--- config.mk ---
export PLATFORM = sky130hd
export DESIGN_NAME = fetch_stage_mips
export DESIGN_NICKNAME = d
export VERILOG_FILES = /design/src/rtl/fetch_stage_mips.sv
export SDC_FILE = /design/constraint.sdc
export NUM_CORES = 1
export LEC_CHECK = 0
export ABC_AREA = 0
export CAP_MARGIN = 20
export CORE_ASPECT_RATIO = 0.75
export CORE_UTILIZATION = 45
export CTS_BUF_LIST = sky130_fd_sc_hd__clkbuf_4 sky130_fd_sc_hd__clkbuf_8
export CTS_CLUSTER_DIAMETER = 40
export DETAILED_ROUTE_END_ITERATION = 10
export PLACE_DENSITY = 0.75
export RECOVER_POWER = 50
export SLEW_MARGIN = 0
export SYNTH_ARGS = -nofsm -noshare
export SYNTH_HDL_FRONTEND = slang
export SYNTH_SLANG_ARGS = --single-unit
--- constraint.sdc ---
create_clock -name clock -period 5.8 [get_ports clock]
set_clock_uncertainty 0.1 [all_clocks]
set_input_delay 1.16 -clock clock [delete_from_list [all_inputs] [get_ports clock]]
set_output_delay 1.16 -clock clock [all_outputs]
set_load 0.1 [all_outputs]
--- src/rtl/fetch_stage_mips.sv ---
// MIPS fetch stage: program counter, next-PC selection, IF/ID pipeline register
// and saturating fetch/stall/flush event counters.
module fetch_stage_mips #(
    parameter logic [31:0] RESET_VECTOR  = 32'h0000_0000,
    parameter int          COUNTER_WIDTH = 32
) (
    input  logic                     clock,
    input  logic                     resetMachine,
    input  logic                     enableProgramCounter_HazardUnit,
    input  logic                     enableFetch_HazardUnit,
    input  logic                     flushFetch_HazardUnit,
    input  logic                     enableJumpProgramCounter_Decode,
    input  logic [31:0]              jumpAddress_Decode,
    input  logic                     enableBranchProgramCounter_Execute,
    input  logic [31:0]              branchAddress_Execute,
    output logic [31:0]              addressInstructionMemory,
    input  logic [31:0]              readDataInstructionMemory,
    output logic [31:0]              instruction_Fetch,
    output logic [31:0]              programCounterPlus4_Fetch,
    output logic                     validInstruction_Fetch,
    output logic                     addressMisaligned_Fetch,
    output logic [COUNTER_WIDTH-1:0] fetchedCount_Fetch,
    output logic [COUNTER_WIDTH-1:0] stallCycleCount_Fetch,
    output logic [COUNTER_WIDTH-1:0] flushCount_Fetch
);

    typedef enum logic [1:0] {
        IFID_FLUSH,
        IFID_LOAD,
        IFID_HOLD
    } ifid_action_e;

    logic [31:0]              pc_q, pc_d;
    logic [31:0]              instr_q, instr_d;
    logic [31:0]              pc4_q, pc4_d;
    logic                     valid_q, valid_d;
    logic                     misaligned_q, misaligned_d;
    logic [COUNTER_WIDTH-1:0] fetched_q, fetched_d;
    logic [COUNTER_WIDTH-1:0] stall_q, stall_d;
    logic [COUNTER_WIDTH-1:0] flush_q, flush_d;
    logic [31:0]              pc_plus4;
    ifid_action_e             ifid_action;

    assign pc_plus4 = pc_q + 32'd4;

    // Saturating increment: adds one unless the counter is already all-ones.
    function automatic logic [COUNTER_WIDTH-1:0] sat_inc(input logic [COUNTER_WIDTH-1:0] value);
        return (&value) ? value : value + 1'b1;
    endfunction

    // NOTE: every always_comb output gets a default first so no path can infer a latch.
    always_comb begin
        pc_d         = pc_q;
        misaligned_d = misaligned_q;
        if (enableBranchProgramCounter_Execute) begin
            pc_d = {branchAddress_Execute[31:2], 2'b00};
            if (branchAddress_Execute[1:0] != 2'b00) misaligned_d = 1'b1;
        end else if (enableProgramCounter_HazardUnit && enableJumpProgramCounter_Decode) begin
            pc_d = {jumpAddress_Decode[31:2], 2'b00};
            if (jumpAddress_Decode[1:0] != 2'b00) misaligned_d = 1'b1;
        end else if (enableProgramCounter_HazardUnit) begin
            pc_d = pc_plus4;
        end
    end

    // Flush outranks fetch enable, so a bubble is inserted even while stalled.
    always_comb begin
        ifid_action = IFID_HOLD;
        if (flushFetch_HazardUnit)       ifid_action = IFID_FLUSH;
        else if (enableFetch_HazardUnit) ifid_action = IFID_LOAD;
    end

    always_comb begin
        instr_d   = instr_q;
        pc4_d     = pc4_q;
        valid_d   = valid_q;
        fetched_d = fetched_q;
        stall_d   = stall_q;
        flush_d   = flush_q;
        unique case (ifid_action)
            IFID_FLUSH: begin
                instr_d = 32'h0000_0000;
                pc4_d   = 32'h0000_0000;
                valid_d = 1'b0;
                flush_d = sat_inc(flush_q);
            end
            IFID_LOAD: begin
                instr_d   = readDataInstructionMemory;
                pc4_d     = pc_plus4;
                valid_d   = 1'b1;
                fetched_d = sat_inc(fetched_q);
            end
            default: stall_d = sat_inc(stall_q);
        endcase
    end

    // NOTE: sequential state uses non-blocking assignments; reset is synchronous and beats all inputs.
    always_ff @(posedge clock) begin
        if (!resetMachine) begin
            pc_q         <= RESET_VECTOR;
            instr_q      <= '0;
            pc4_q        <= '0;
            valid_q      <= 1'b0;
            misaligned_q <= 1'b0;
            fetched_q    <= '0;
            stall_q      <= '0;
            flush_q      <= '0;
        end else begin
            pc_q         <= pc_d;
            instr_q      <= instr_d;
            pc4_q        <= pc4_d;
            valid_q      <= valid_d;
            misaligned_q <= misaligned_d;
            fetched_q    <= fetched_d;
            stall_q      <= stall_d;
            flush_q      <= flush_d;
        end
    end

    assign addressInstructionMemory  = pc_q;
    assign instruction_Fetch         = instr_q;
    assign programCounterPlus4_Fetch = pc4_q;
    assign validInstruction_Fetch    = valid_q;
    assign addressMisaligned_Fetch   = misaligned_q;
    assign fetchedCount_Fetch        = fetched_q;
    assign stallCycleCount_Fetch     = stall_q;
    assign flushCount_Fetch          = flush_q;

endmodule

Word-level counts from Yosys, hierarchy flattened
Index checks and enable logic that the tools add are counted.
{ "totals": {"register_bits": 194, "in_bits": 103, "output_inout_bits": 194, "elab_cells": 49} }
{ "classes": {"addsub": 4, "eq_ne": 2, "muxes": 12, "n_bitwise": 5, "n_reduce_logical": 17} }
{ "ops": {"columns": ["op", "count"], "rows": [
  ["$pmux W32 S2", 2],
  ["$add A32 B1 Y32 const B", 3],
  ["$mux W32", 3],
  ["$reduce_and A32 Y1", 3],
  ["$add A32 B3 Y32 const B", 1],
  ["$reduce_bool A2 Y1", 5],
  ["$reduce_and A2 Y1", 3],
  ["$not A1 Y1", 5],
  ["$mux W1", 4],
  ["$mux W2", 2],
  ["$reduce_and A3 Y1", 1],
  ["$reduce_bool A3 Y1", 1],
  ["$reduce_or A3 Y1", 1],
  ["$eq A2 B1 Y1 const B", 1],
  ["$logic_not A2 Y1", 1],
  ["$ne A2 B1 Y1 const B", 1],
  ["$pmux W1 S2", 1],
  ["$reduce_or A2 Y1", 1],
  ["$logic_and A1 B1 Y1", 1]
]} }

Logic depth before layout (Yosys ltp)
Gate-level depths: netlist of the first run.
{ "logic_depth": {"word_depth": 6, "mapped_depth": 8, "mapped_depth_nobuf": 6} }

Worst setup path before layout of the first run
Ideal clock, no wire load.
{ "synth_path": {"path_type": "reg2reg", "start": "reg fetched_q[1] (netlist: fetchedCount_Fetch[1])", "end": "reg fetched_q[23] (netlist: fetchedCount_Fetch[23])", "setup_time_ns": 0.073, "t_arrival_ns": 2.857, "t_required_ns": 5.627, "slack_ns": 2.770, "stages_incl_launch_ff": 8, "path_buffers": 1, "synth_period_minus_slack_ns": 3.030, "path_cell_list": "dfxtp_1 > ha_1 > nand4_1 > or4b_4 > nor4b_4 > buf_4 > nand4b_1 > mux2i_1"} }
{ "synth_via": {"elab_chain_cells": 3, "word_cells_on_any_way": 4, "cone_classes": "add/sub: 1; bitwise: 1; reduce/logical: 2"} }
{ "synth_lines": {"columns": ["element", "line_no", "rtl"], "rows": [
  ["start, declared", "38", "logic [COUNTER_WIDTH-1:0] fetched_q, fetched_d;"],
  ["start signal, assigned", "114", "fetched_q <= fetched_d;"],
  ["parallel branches: the longest is 3 deep, another holds $add A32 B1 Y32", null, null]
]} }
Several ways; the timed one is not identified.
A chain may end at the register's enable or synchronous reset.

Worst setup path after layout of the first run
{ "layout_path": {"start": "in enableFetch_HazardUnit", "end": "reg fetched_q[17] (netlist: fetchedCount_Fetch[17])"} }
{ "layout_via": {"elab_chain_cells": 4} }
{ "layout_lines": {"columns": ["element", "line_no", "rtl"], "rows": [
  ["start, declared", "10", "input logic enableFetch_HazardUnit,"],
  ["$mux W2", "70", "else if (enableFetch_HazardUnit) ifid_action = IFID_LOAD;"],
  ["$mux W2", "69", "if (flushFetch_HazardUnit) ifid_action = IFID_FLUSH;"],
  ["$eq A2 B1 Y1", "80", "unique case (ifid_action)"],
  ["$reduce_and A2 Y1 (no line)", null, null]
]} }
Every way passes these cells.

==> results.txt, run 1 <==
number of global-route vias before repair = 8581
CP Launch Point = enableFetch_HazardUnit
Avg Cell Area, Syn = 8.326 sq um
status = finished with violations
fin cells = 1644
final setup fails = 0
sequential share of the synthesized area = 40.72%
met3 Resource Use GR = 6.427%
met2 usage = 41.44%
row count = 45
most frequent cells in the layout = 277 x clkdlybuf4s50_1, 190 x dfxtp_1, 106 x nor2_1
Synth Flop Type = dfxtp_1
CTS tree = yes
critical-path cell list = clkbuf_1 -> nand4b_1 -> or4_1 -> nor2_1 -> or4b_1 -> a21oi_1
Synth async-reset ratio = 0%
PD cells = 221.7 nW/um^2
Peak Freq = 257.0 MHz
hold_sp = stallCycleCount_Fetch[20]
antenna violations before repair = 1
violated checks = max-capacitance violations, max-slew violations
final worst path period need = 3891 ps
Leakage = 4.296 nW
slowest CP cell = clkbuf_1
Syn Std Cell Area = 9341 sq um
Yosys reg bits = 190
Synth area leaders = dfxtp_1 41%, mux2i_1 5.6%, a21oi_1 4.6%
Initial Util = 46.09%
largest net degree at the start of global routing = 86
first-pass GRT wire length = 47160 um
clk slew on worst S/H paths = 110 ps
TritonCTS buffer count = 17
Critical Path Source Type = primary input
area of the die = 21350 sq um
commonest non-fill, non-tap cell in the layout = clkdlybuf4s50_1
Hold WS = 391.3 ps
Clock H-tree levels = 4
Post-CTS Setup Repair Bufs = 0
RSZ-0062 raised after global routing = no
cells after synthesis = 1122
CORE AREA = 20270 sq um
CP delay by family, top = simple AND/OR/NAND/NOR gates
CP required = 6100 ps
Crit. End Element = flip-flop
DIE WIDTH = 168.4 um
CTS root buf = clkbuf_8
met1 global-route usage = 39.87%
Post-synth EDFFs = 0
layout cells sized above 1 = 3.824%
DRC viols = 0
Relative slew margins = -32.18%
dpl hpwl = 21760 um
Avg WL per Cell = 18.55 um
VDD IR max = 118.4 uV
global route overflow = 0
WP buf/inv = 1
GR peak layer = met2
Worst Hold Class = flip-flop to flip-flop
crit path kind = primary input to flip-flop
fin crit share = 67.09%
Clock Latency Late Sink = 480 ps
DP Worst Slack = 2003 ps
Ys Warns = 0
cts hold-fix bufs = 0
clk buf depth = 2
final hold vios = 0
Worst Max-Slew Pin Slew = 1983 ps
CP max stage delay = 1140 ps
multi-input combinational cell area = 5119 sq um
Unique masters post-synth = 72
top cell type's share of synthesized area = 40.72%
I/O Buffers = 292
Via density = 5.898
clk sink count = 190
cell taking the most area after synthesis = dfxtp_1
total number of vias = 9696
CP max FO = 31
max cap viols = 2
Initial DRT Pass Iterations = 5
antenna fix cells = 0
Total Routing Usage GR = 27.74%
gpl congestion = 0.8911
max-slew violation count = 80
cts repair resizes = 0
Detailed Route WL = 30490 um
Area growth syn-to-layout = 35.82%
I/O Pins = 297
post-route ant nets = 0
fin nets = 1480
setup TNS = 0 ps
number of cells after detailed placement = 1610
drt first-iter violations = 947
fin worst setup slack = 1909 ps
Reg area = 3804 sq um
Crit path arrival time = 4190 ps
number of fill cells = 1804
reg2reg start = addressInstructionMemory[13]
R2R Setup Slk = 2960 ps
Die Y = 126.8 um
-- logic make-up after synthesis --
group	after synthesis	synth area share [%]
compound gates	282	18.81
xor+xnor	43	4.032
fa+ha+maj	4	0.5358
other cells	1	0.04014
mux	52	5.572
buf+inv	98	4.340
flops	190	40.72
simple gates	452	25.96
-- state kept, by name, summed over array words and instances, names as in the netlist --
| register | flops |
|---|---|
| programCounterPlus4_Fetch | 30 |
| validInstruction_Fetch | 1 |
| addressInstructionMemory | 30 |
| flushCount_Fetch | 32 |
| instruction_Fetch | 32 |
| addressMisaligned_Fetch | 1 |
| stallCycleCount_Fetch | 32 |
| fetchedCount_Fetch | 32 |
-- layout make-up --
class	instances	share of cell area [%]
clock buffer	19	2.061
clock inverter	13	0.9270
inverter	24	0.7199
multi-input combinational	837	40.35
sequential	190	29.98
tap	258	2.544
timing repair buffer	303	23.42
-- layer usage --
metal	wire [um]	up-vias
li1	-	4656
met1	14250	4621
met2	13430	388
met3	2386	29
met4	410	2
met5	11	-
-- path summary, 6_finish.rpt --
path,to,cells past startpoint
setup reg to reg,programCounterPlus4_Fetch[31],5
hold reg to reg,stallCycleCount_Fetch[20],2
hold / removal,stallCycleCount_Fetch[20],2
setup / recovery,fetchedCount_Fetch[17],6
-- worst min-delay path, cell delays in order (launching register included) --
cell and delay [ps]:
dfxtp_1 350, nand2_1 60, mux2i_1 50
-- cells in the mapped netlist, types with 5 or more instances --
cell / count
o21ai_0: 77
clkbuf_1: 58
o311ai_0: 6
nand2b_1: 15
nand2_1: 89
a221oi_1: 7
and4_1: 12
and3_1: 20
and2_1: 5
nor4_1: 10
or3_1: 44
a31oi_1: 11
o211ai_1: 14
a211oi_1: 12
o31ai_1: 24
nor3_1: 12
inv_1: 23
xor2_1: 30
nand4_1: 47
o2111ai_1: 8
or4_1: 24
o21ai_1: 6
nand3_1: 43
a21oi_1: 85
nor2_1: 105
buf_1: 6
dfxtp_1: 190
buf_4: 5
mux2i_1: 52
xnor2_1: 13
-- through the flow --
| step | util [%] | power [W] | area [sq um] |
|---|---|---|---|
| after floorplan | - | 0.001784 | 9353 |
| after global placement | 60.89 | 0.001966 | 12340 |
| after detailed placement | 60.89 | 0.001970 | 12340 |
| after CTS | 62.76 | 0.002827 | 12720 |
| after global routing | 62.59 | 0.002902 | 12690 |
| final | 62.59 | 0.002812 | 12690 |
-- where the power goes --
group | internal, W | switching, W | leakage [nW]
clock | 0.000337 | 0.000533 | 0.191
combinational | 0.000168 | 0.000395 | 2.56
sequential | 0.00134 | 0.0000422 | 1.54
total | 0.00184 | 0.000970 | 4.30
Note: power is estimated with default switching activity, not from simulation.
==> run 2: changes to the inputs <==
==> constraint.sdc (replaced) <==
create_clock -name clock -period 3.9 [get_ports clock]
set_clock_uncertainty 0.1 [all_clocks]
set_input_delay 0.78 -clock clock [delete_from_list [all_inputs] [get_ports clock]]
set_output_delay 0.78 -clock clock [all_outputs]
set_load 0.1 [all_outputs]
==> run 2 against run 1 <==
  * The run still ends with max-capacitance violations, max-slew violations left
  * Clock-buffer cell count unchanged
  * Via count up 0.69%
  * Largest cell class unchanged
  * Cell count grew 0.43%
  * Die area unchanged
  * Routed wire length decreased by 0.31%
  * Combinational power rose by 49%
  * Sequential share of layout area fell by 0.088 points
  * Critical path depth decreased by 2
  * Flip-flop and latch count stayed put
  * Highest routed layer unchanged
  * Cell area rose by 0.30%
  * Non-clock buffer count up 7
==> results.txt, run 2 (synthesis results as in run 1) <==
Clock H-tree levels = 4 (unchanged)
hold_sp = fetchedCount_Fetch[31]
clk slew on worst S/H paths = 110 ps (about the same)
max cap viols = 1 (-1)
hold endpoint = fetchedCount_Fetch[31]
Crit path arrival time = 3450 ps (-740 ps)
clock power share = 31.8% (+0.9 points)
final setup fails = 0 (unchanged)
Clock Latency Late Sink = 470 ps (about the same)
total number of vias = 9763 (+0.69%)
VDD IR max = 257.9 uV (+120%)
TritonCTS buffer count = 17 (unchanged)
PD cells = 332.8 nW/um^2 (+50%)
drt first-iter violations = 881 (-7.0%)
global route overflow = 0 (unchanged)
CP required = 4070 ps (-2030 ps)
CP max stage delay = 1510 ps (+370 ps)
gpl congestion = 0.8799 (-1.3%)
largest net degree at the start of global routing = 89 (+3.5%)
Reg power frac = 48.5% (-0.6 points)
post-route ant nets = 0 (unchanged)
critical-path cell list = dlygate4sd3_1 -> clkbuf_1 -> nand2b_1 -> nor2_1
cts repair resizes = 0 (unchanged)
final hold vios = 0 (unchanged)
clk buf depth = 2 (unchanged)
row count = 45 (unchanged)
I/O Pins = 297 (unchanged)
dpl hpwl = 22150 um (+1.8%)
violated checks = max-capacitance violations, max-slew violations
DP Worst Slack = 688.8 ps (-1315 ps)
NetSw = 0.001437 W (+48%)
Avg WL per Cell = 18.41 um (-0.73%)
status = finished with violations
area of the die = 21350 sq um (unchanged)
fin crit share = 84.03%
R2R Setup Slk = 710 ps (-2250 ps)
Crit. End Element = flip-flop
Die Y = 126.8 um (unchanged)
Total Routing Usage GR = 27.65% (-0.088 points)
I/O Buffers = 292 (unchanged)
Reg2Reg Depth = 7 (+2)
Worst Hold Class = flip-flop to flip-flop
Detailed Route WL = 30400 um (-0.31%)
fin nets = 1487 (+0.47%)
setup TNS = 0 ps (unchanged)
Worst Max-Slew Pin Slew = 2011 ps (+28.66 ps)
Leakage = 4.289 nW (-0.18%)
cts hold-fix bufs = 0 (unchanged)
crit path kind = primary input to flip-flop
antenna violations before repair = 1 (unchanged)
Area growth syn-to-layout = 36.22%
Via density = 5.913 (+0.26%)
commonest non-fill, non-tap cell in the layout = clkdlybuf4s50_1
Peak Freq = 305.2 MHz
slowest CP cell = nand2b_1
Critical Path Source Type = primary input
Final Util = 62.78% (+0.19 points)
CTS root buf = clkbuf_8
sw frac = 33.93% (-0.55 points)
CORE AREA = 20270 sq um (unchanged)
antenna fix cells = 0 (unchanged)
Int Pwr = 0.002798 W (+52%)
CP max FO = 47 (+52%)
Initial DRT Pass Iterations = 6 (+1)
hold path depth = 2 (unchanged)
layout cells sized above 1 = 3.805% (-0.019 points)
DRC viols = 0 (unchanged)
number of global-route vias before repair = 8480 (-1.2%)
RSZ-0062 raised after global routing = no
reg2reg start = fetchedCount_Fetch[0]
final worst path period need = 3277 ps
DIE WIDTH = 168.4 um (unchanged)
most frequent cells in the layout = 284 x clkdlybuf4s50_1, 190 x dfxtp_1, 105 x nor2_1
Initial Util = 46.09% (unchanged)
first-pass GRT wire length = 46750 um (-0.86%)
max-slew violation count = 48 (-40%)
Post-CTS Setup Repair Bufs = 0 (unchanged)
Relative slew margins = -34.09% (-1.9 points)
CTS tree = yes
combinational power share = 19.8% (-0.2 points)
fin worst setup slack = 623.0 ps (-1286 ps)
number of fill cells = 1755 (-2.7%)
clk sink count = 190 (unchanged)
reg2reg end = fetchedCount_Fetch[3]
-- run 2: critical path, delay by kind of cell --
family	cells	cell delay [ps]
AND/OR/NAND/NOR	2	1650
buffers and inverters	2	980
-- run 2: power groups by stage --
stage          Sequential (W)  Clock, W  Combinational (W)
4_1_cts               0.00205   0.00137           0.000844
3_3_place_gp          0.00209         0           0.000837
5_1_grt               0.00206   0.00146           0.000871
6_report              0.00205   0.00135           0.000837
2_1_floorplan         0.00243         0           0.000225
3_5_place_dp          0.00209         0           0.000841
-- run 2: layout make-up --
type	instances	area [sq um]	area share, %
flip-flops and latches	190	3804	29.89
well taps	258	322.8	2.537
repair buffers	310	2990	23.50
inverters	24	91.34	0.7178
clock buffers	19	255.2	2.006
clock inverters	13	146.4	1.150
multi-input cells	837	5115	40.20
-- run 2: how the worst max path moves through the flow --
stage,startpoint,end,slack (ps),depth (start not counted)
floorplan,fetchedCount_Fetch[1],fetchedCount_Fetch[23],870,7
global route,flushFetch_HazardUnit,programCounterPlus4_Fetch[3],370,4
finish,flushFetch_HazardUnit,instruction_Fetch[9],620,4
global placement,flushFetch_HazardUnit,fetchedCount_Fetch[17],760,6
CTS,addressInstructionMemory[19],addressInstructionMemory[19],770,1
detailed placement,flushFetch_HazardUnit,fetchedCount_Fetch[17],690,6
-- run 2: layer usage --
metal	vias to the layer above	share of wire, %	global-route usage [%]
met5	-	0.033	0
met1	4639	47	39.98
met3	43	7.2	7.020
met4	2	2.0	7.326
li1	4681	-	-
met2	398	44	40.59
-- run 2: metrics by stage --
step | hold slack, ps | cell area, sq um | total power (W) | instances
2_1_floorplan | 796.9 | 9353 | 0.002654 | 1125
3_3_place_gp | 350.0 | 12400 | 0.002929 | 1619
3_5_place_dp | 373.6 | 12400 | 0.002934 | 1619
4_1_cts | 396.2 | 12810 | 0.004259 | 1651
5_1_grt | 408.7 | 12720 | 0.004388 | 1651
6_report | 394.0 | 12720 | 0.004235 | 1651
